--- src/rtl/branch_redirect_controller.sv ---
// rtl/branch_redirect_controller.sv - EX-stage branch redirect sequencer
// Issues, holds and flushes control-flow redirects; counts issued redirects.
module branch_redirect_controller #(
   parameter int FLUSH_CYCLES = 2,
   parameter int COUNT_W      = 16
) (
   input  logic               clk,
   input  logic               rst_n,
   input  logic               stall,
   input  logic               fetchReady,
   input  logic               branchValid,
   input  logic               branchTaken,
   input  logic [31:0]        branchPc,
   input  logic [31:0]        branchImm,
   output logic               redirectValid,
   output logic [31:0]        redirectTarget,
   output logic               flushIfId,
   output logic               flushIdEx,
   output logic               misalignedTrap,
   output logic               busy,
   output logic [COUNT_W-1:0] redirectCount
);

   typedef enum logic [1:0] {IDLE, HOLD, FLUSH} state_t;

   localparam logic [3:0] FLUSH_INIT = 4'(FLUSH_CYCLES - 1);

   state_t      state;
   logic [31:0] heldTarget;
   logic [31:0] sumTarget;
   logic [31:0] curTarget;
   logic [3:0]  flushCnt;
   logic        takenBranch;
   logic        canIssue;
   logic        issue;
   logic        misaligned;

   assign sumTarget   = branchPc + branchImm;
   assign takenBranch = branchValid && branchTaken;
   assign canIssue    = !stall && fetchReady;
   assign curTarget   = (state == HOLD) ? heldTarget : sumTarget;
   assign misaligned  = curTarget[1:0] != 2'b00;

   // Issue is combinational from the inputs, so it is gated by reset to keep outputs quiet.
   always_comb begin
      issue = 1'b0;
      case (state)
         IDLE:    issue = takenBranch && canIssue;
         HOLD:    issue = canIssue;
         default: issue = 1'b0;
      endcase
      issue = issue && rst_n;
   end

   assign redirectValid  = issue && !misaligned;
   assign misalignedTrap = issue && misaligned;
   assign flushIfId      = issue || (state == FLUSH);
   assign flushIdEx      = issue;
   assign busy           = state != IDLE;
   assign redirectTarget = (rst_n && (issue || state == HOLD)) ? curTarget : 32'h0;

   always_ff @(posedge clk or negedge rst_n) begin
      if (!rst_n) begin
         state         <= IDLE;
         heldTarget    <= 32'h0;
         flushCnt      <= 4'd0;
         redirectCount <= '0;
      end else begin
         if (redirectValid && redirectCount != {COUNT_W{1'b1}})
            redirectCount <= redirectCount + COUNT_W'(1);
         case (state)
            IDLE, HOLD: begin
               if (issue) begin
                  if (FLUSH_CYCLES == 1) begin
                     state    <= IDLE;
                     flushCnt <= 4'd0;
                  end else begin
                     state    <= FLUSH;
                     flushCnt <= FLUSH_INIT;
                  end
               end else if (state == IDLE && takenBranch) begin
                  state      <= HOLD;
                  heldTarget <= sumTarget;
               end
            end
            FLUSH: begin
               // Countdown freezes while stalled; branch inputs are squashed bubbles here.
               if (!stall) begin
                  if (flushCnt <= 4'd1) begin
                     state    <= IDLE;
                     flushCnt <= 4'd0;
                  end else begin
                     flushCnt <= flushCnt - 4'd1;
                  end
               end
            end
            default: begin
               state    <= IDLE;
               flushCnt <= 4'd0;
            end
         endcase
      end
   end

endmodule

--- config.mk ---
export PLATFORM = sky130hd
export DESIGN_NAME = branch_redirect_controller
export DESIGN_NICKNAME = d
export VERILOG_FILES = /design/src/rtl/branch_redirect_controller.sv
export SDC_FILE = /design/constraint.sdc
export NUM_CORES = 1
export LEC_CHECK = 0
export ABC_AREA = 0
export BUFFER_PORTS_ARGS = -buffer_cell sky130_fd_sc_hd__buf_4
export CORE_ASPECT_RATIO = 0.7
export CORE_MARGIN = 3
export CORE_UTILIZATION = 48
export DETAILED_ROUTE_END_ITERATION = 12
export PLACE_DENSITY_LB_ADDON = 0.1
export SLEW_MARGIN = 20
export SYNTH_ARGS = -nofsm -noshare
export SYNTH_HDL_FRONTEND = slang
export SYNTH_SLANG_ARGS = --single-unit
--- constraint.sdc ---
create_clock -name clk -period 3.6 [get_ports clk]
set_input_delay 0.9 -clock clk [delete_from_list [all_inputs] [get_ports clk]]
set_output_delay 0.9 -clock clk [all_outputs]
set_load 0.05 [all_outputs]
Word level (Yosys, flattened, before mapping)
Cells that the tools add are included.
{"block": "word_totals", "reg_bits": 54, "elab_cells": 48}
{"block": "op_classes", "add_sub_neg": 3, "magnitude_cmp": 1, "eq_ne": 7, "n_mux": 12, "bitwise": 1, "n_reduce_logical": 20}
{"operator": "$mux 32", "count": 2}
{"operator": "$add 32x32->32", "count": 1}
{"operator": "$add 16x1->16 const B", "count": 1}
{"operator": "$ne 16x16->1 const B", "count": 1}
{"operator": "$mux 4", "count": 3}
{"operator": "$logic_and 1x1->1", "count": 9}
{"operator": "$mux 2", "count": 4}
{"operator": "$pmux 4 s2", "count": 1}
{"operator": "$reduce_and 3->1", "count": 2}
{"operator": "$le 4x1->1 const B", "count": 1}
{"operator": "$ne 2x2->1 const B", "count": 2}
{"operator": "$pmux 2 s2", "count": 1}
{"operator": "$reduce_bool 2->1", "count": 2}
{"operator": "$sub 4x1->4 const B", "count": 1}
{"operator": "$ne 3x3->1 const B", "count": 1}
{"operator": "$eq 2x1->1 const B", "count": 1}
{"operator": "$eq 2x2->1 const B", "count": 1}
{"operator": "$logic_not 1->1", "count": 2}
{"operator": "$logic_not 2->1", "count": 1}
{"operator": "$logic_or 1x1->1", "count": 2}
{"operator": "$ne 2x1->1 const B", "count": 1}
{"operator": "$pmux 1 s2", "count": 1}
{"operator": "$reduce_and 2->1", "count": 1}
{"operator": "$reduce_or 2->1", "count": 1}
{"operator": "$not 1->1", "count": 1}

Logic depth before layout (Yosys ltp)
{"block": "logic_depth", "depth_word": 8, "ltp_mapped": 10, "mapped_depth_nobuf": 10}

Worst setup path before layout
No wires, ideal clock.
{"block": "synth_path", "kind": "input -> output", "startpoint": "in branchPc[3]", "endpoint": "out redirectTarget[31]", "arrival_ns": 3.703, "required_ns": 2.700, "setup_slack_ns": -1.003, "stages": 9, "path_buffers": 0, "path_cell_list": "ha_1 > a21o_1 > a21o_1 > o21ai_1 > a211oi_2 > a211oi_2 > o41ai_2 > xnor2_1 > a211oi_1"}
{"block": "synth_via", "elab_chain_cells": 3}
{"element": "start, declared", "line_no": "13", "text": "input logic [31:0] branchPc,"}
{"element": "$add 32x32->32", "line_no": "38", "text": "assign sumTarget = branchPc + branchImm;"}
{"element": "$mux 32", "line_no": "41", "text": "assign curTarget = (state == HOLD) ? heldTarget : sumTarget;"}
{"element": "$mux 32", "line_no": "60", "text": "assign redirectTarget = (rst_n && (issue || state == HOLD)) ? curTarget : 32'h0;"}
{"element": "end, declared", "line_no": "16", "text": "output logic [31:0] redirectTarget,"}
No other way between the ends.

Final worst setup path
{"block": "layout_path", "startpoint": "in branchImm[9]", "endpoint": "out redirectTarget[31]"}
{"block": "layout_via", "elab_chain_cells": 3}
{"element": "start, declared", "line_no": "14", "text": "input logic [31:0] branchImm,"}
{"element": "$add 32x32->32", "line_no": "38"}
{"element": "$mux 32", "line_no": "41"}
{"element": "$mux 32", "line_no": "60"}
No other way between the ends.

==> results.ini <==
[outcome]
violations = setup timing
outcome = complete, but fails checks

[finish]
area_delta_synth_final_pct = 75.6
antenna_cells = 0
drive_above_1_share = 0.579
nNetsFinal = 828
stdcell_area_sq_um = 7620
fin_util = 0.885

[detailed_routing]
vias_per_cell = 6.04
drt_iter0_drc = 363
drc_errors = 0
num_vias = 5094
wire_per_inst_um = 20.6
drtAntennaViolNets = 0
routed_wl_um = 17400
dr.pass1.iters = 5

[sta]
finalSetupViolCount = 27
holdWs_ns = 0.493
period_needed_ns = 4.19
final_hold_viol_count = 0
slew_violations = 0
finClkSkew_ns = 0.00448
period_share = 1.16
fmax_ghz = 0.239
final.setup.tns_ns = -9.55
relSlewSlack = 0.495
rsz0062_at_grt = true
setup_ws_ns = -0.589
worst_pin_slew_ns = 0.757

[placement]
place_area_sq_um = 6350
portBuffers = 122
place_ws_ns = -0.543
place_congestion = 0.922
dpl.hpwl_um = 10600

[grt]
grt_use_total = 0.276
grt_max_degree = 38
antenna_found_initial = 0
globalRouteOverflowTotal = 0
grt_pass1_vias = 4791
grt_pass1_wl_um = 23200

[logic_synthesis]
yosysWarnings = 0
syn_area_sq_um = 4340
ys_seq_elements = 54
avgSynthCellArea_sq_um = 8.63
synth-edff-count = 0
ys.flop_type = dfrtp_1
ys_types = 54
synth_cells = 503
synth_fp_nets = 608
ys_seq_area_frac = 0.311
synth-async-reset-ratio = 1.00

[setup_path]
crit_required_ns = 2.70
timing.rr.start = state[1]$_DFFE_PN0P_
cp-start-kind = input pin
startpoint = branchImm[9]
crit_fanout = 7
end_kind = primary output
worstSetupPathType = in -> out
arrival_ns = 3.29

[worst_hold_path]
worstHoldPathType = reg -> reg
hold_path.startpoint = heldTarget[30]$_DFFE_PN0P_

[cts]
h-tree-depth = 2
cts_buffer_depth = 2
clk-insertion-delay-late_ns = 0.29
numCtsBuffers = 5
path_clk_slew_ns = 0.08
cts_tree = yes
clock-root-buffer = clkbuf_16
cts_num_sinks = 54

[die]
num_rows = 28
dieWidth_um = 120
io_pins = 123
fp.dieH_um = 85.6
core_sq_um = 8620
die_area_sq_um = 10200
start_util = 0.504

[pwr]
p_leak_uw = 0.00350
irDropWorstVdd_v = 0.000330
powerDensity_nw_per_um2 = 484

[job]
maxCapViolCount = 0

==> logic make-up (layout without fill, tap and decap cells) <==
group | after synthesis | after routing | share of synthesized area
muxes | 29 | 29 | 0.0749
DFF | 54 | 54 | 0.311
adders and majority gates | 35 | 35 | 0.103
AOI/OAI and AO/OA | 150 | 150 | 0.224
and+or+nand+nor | 158 | 158 | 0.171
xor gates and xnor gates | 42 | 42 | 0.0847
buffers and inverters | 35 | 256 | 0.0323
==> repair_timing <==
action / in CTS / in global routing
hold buffers: 0 / 0
hold endpoints to repair: 0 / 0
pin swaps: 67 / 67
buffers inserted: 14 / 16
endpoints found under the setup margin: 27 / 27
resized for setup: 122 / 76
==> sequential cells by signal (all words and copies together) (netlist names) <==
register / count
redirectCount: 16
flushCnt: 4
heldTarget: 32
state: 2
==> final cells by class <==
type	count	area [sq um]
inverters	14	52.6
clock inverters	3	28.8
repair buffers	234	2060
fillers	380	993
flip-flops and latches	54	1350
multi-input cells	414	3850
clock buffers	5	125
well taps	120	150
==> worst max-delay path, stage by stage <==
cell	delay [ns]
buf_6	0.10
ha_4	0.28
buf_4	0.19
o21ai_0	0.14
a21oi_1	0.24
o21ai_2	0.15
a211oi_2	0.30
a211oi_4	0.09
o41ai_4	0.30
xnor2_2	0.15
a211oi_4	0.26
buf_6	0.19
==> power breakdown <==
part	internal [uW]	switching, uW
sequential	813	152
clock	267	241
combinational	968	1250
total	2050	1640
==> path summary, 6_finish.rpt <==
path	slack (ns)	cells after the start	end
min in group asynchronous	0.67	2	redirectCount[3]$_DFFE_PN0P_
min	0.49	2	heldTarget[30]$_DFFE_PN0P_
min reg2reg	0.49	2	heldTarget[30]$_DFFE_PN0P_
max in group asynchronous	2.23	3	flushCnt[2]$_DFFE_PN0P_
max reg2reg	0.95	9	redirectCount[10]$_DFFE_PN0P_
max	-0.59	12	redirectTarget[31]
==> layer usage <==
metal | share of wire | vias to the layer above | GRT usage
met5 | 0 | - | 0
met2 | 0.50 | 304 | 0.488
li1 | - | 2269 | -
met3 | 0.069 | 61 | 0.0323
met1 | 0.39 | 2460 | 0.368
met4 | 0.032 | 0 | 0.0624
==> Yosys cell counts, drive strengths merged, types with 2 or more instances <==
library cell / n / area share
nor2: 31 / 0.029
clkbuf: 13 / 0.011
nand2: 68 / 0.059
nor3: 11 / 0.013
nand4: 9 / 0.014
inv: 14 / 0.012
a21oi: 55 / 0.063
nand2b: 3 / 0.0043
a31oi: 4 / 0.0058
and2: 4 / 0.0063
a22o: 12 / 0.024
o21a: 6 / 0.010
o21ai: 29 / 0.033
a211oi: 5 / 0.011
buf: 8 / 0.0089
o211ai: 2 / 0.0035
and3: 8 / 0.012
o31ai: 8 / 0.014
or3: 4 / 0.0058
nand3: 12 / 0.014
ha: 34 / 0.098
mux2: 28 / 0.073
o21bai: 3 / 0.0052
xor2: 18 / 0.036
xnor2: 24 / 0.048
dfrtp: 54 / 0.31
a32o: 2 / 0.0046
a21o: 15 / 0.026
==> per-stage QoR <==
step                      total power, uW  instances
after floorplan                      2160        503
after global placement               2680        811
after detailed placement             2750        811
after CTS                            3470        831
after global routing                 3840        844
final                                3690        844
==> cells in the final DEF, fill, tap and decap left out, types with 7 or more instances in the layout <==
cell type,netlist,layout
buf_8,0,17
nand3_1,12,9
a22o_2,0,9
nand2_2,0,9
nor2_1,30,24
a21oi_2,0,19
nand2_1,68,59
xnor2_1,24,10
o21ai_2,0,9
xnor2_2,0,12
o21ai_0,18,11
ha_1,34,19
a21o_1,15,15
buf_6,0,44
a21oi_4,0,15
nand4_1,8,8
mux2_2,28,28
buf_4,0,172
a21oi_1,55,21
dfrtp_1,54,54
inv_1,13,12
nor3_1,11,7
ha_4,0,14
and3_1,8,7
xor2_1,18,12
Power figures use the tool's default switching activity.
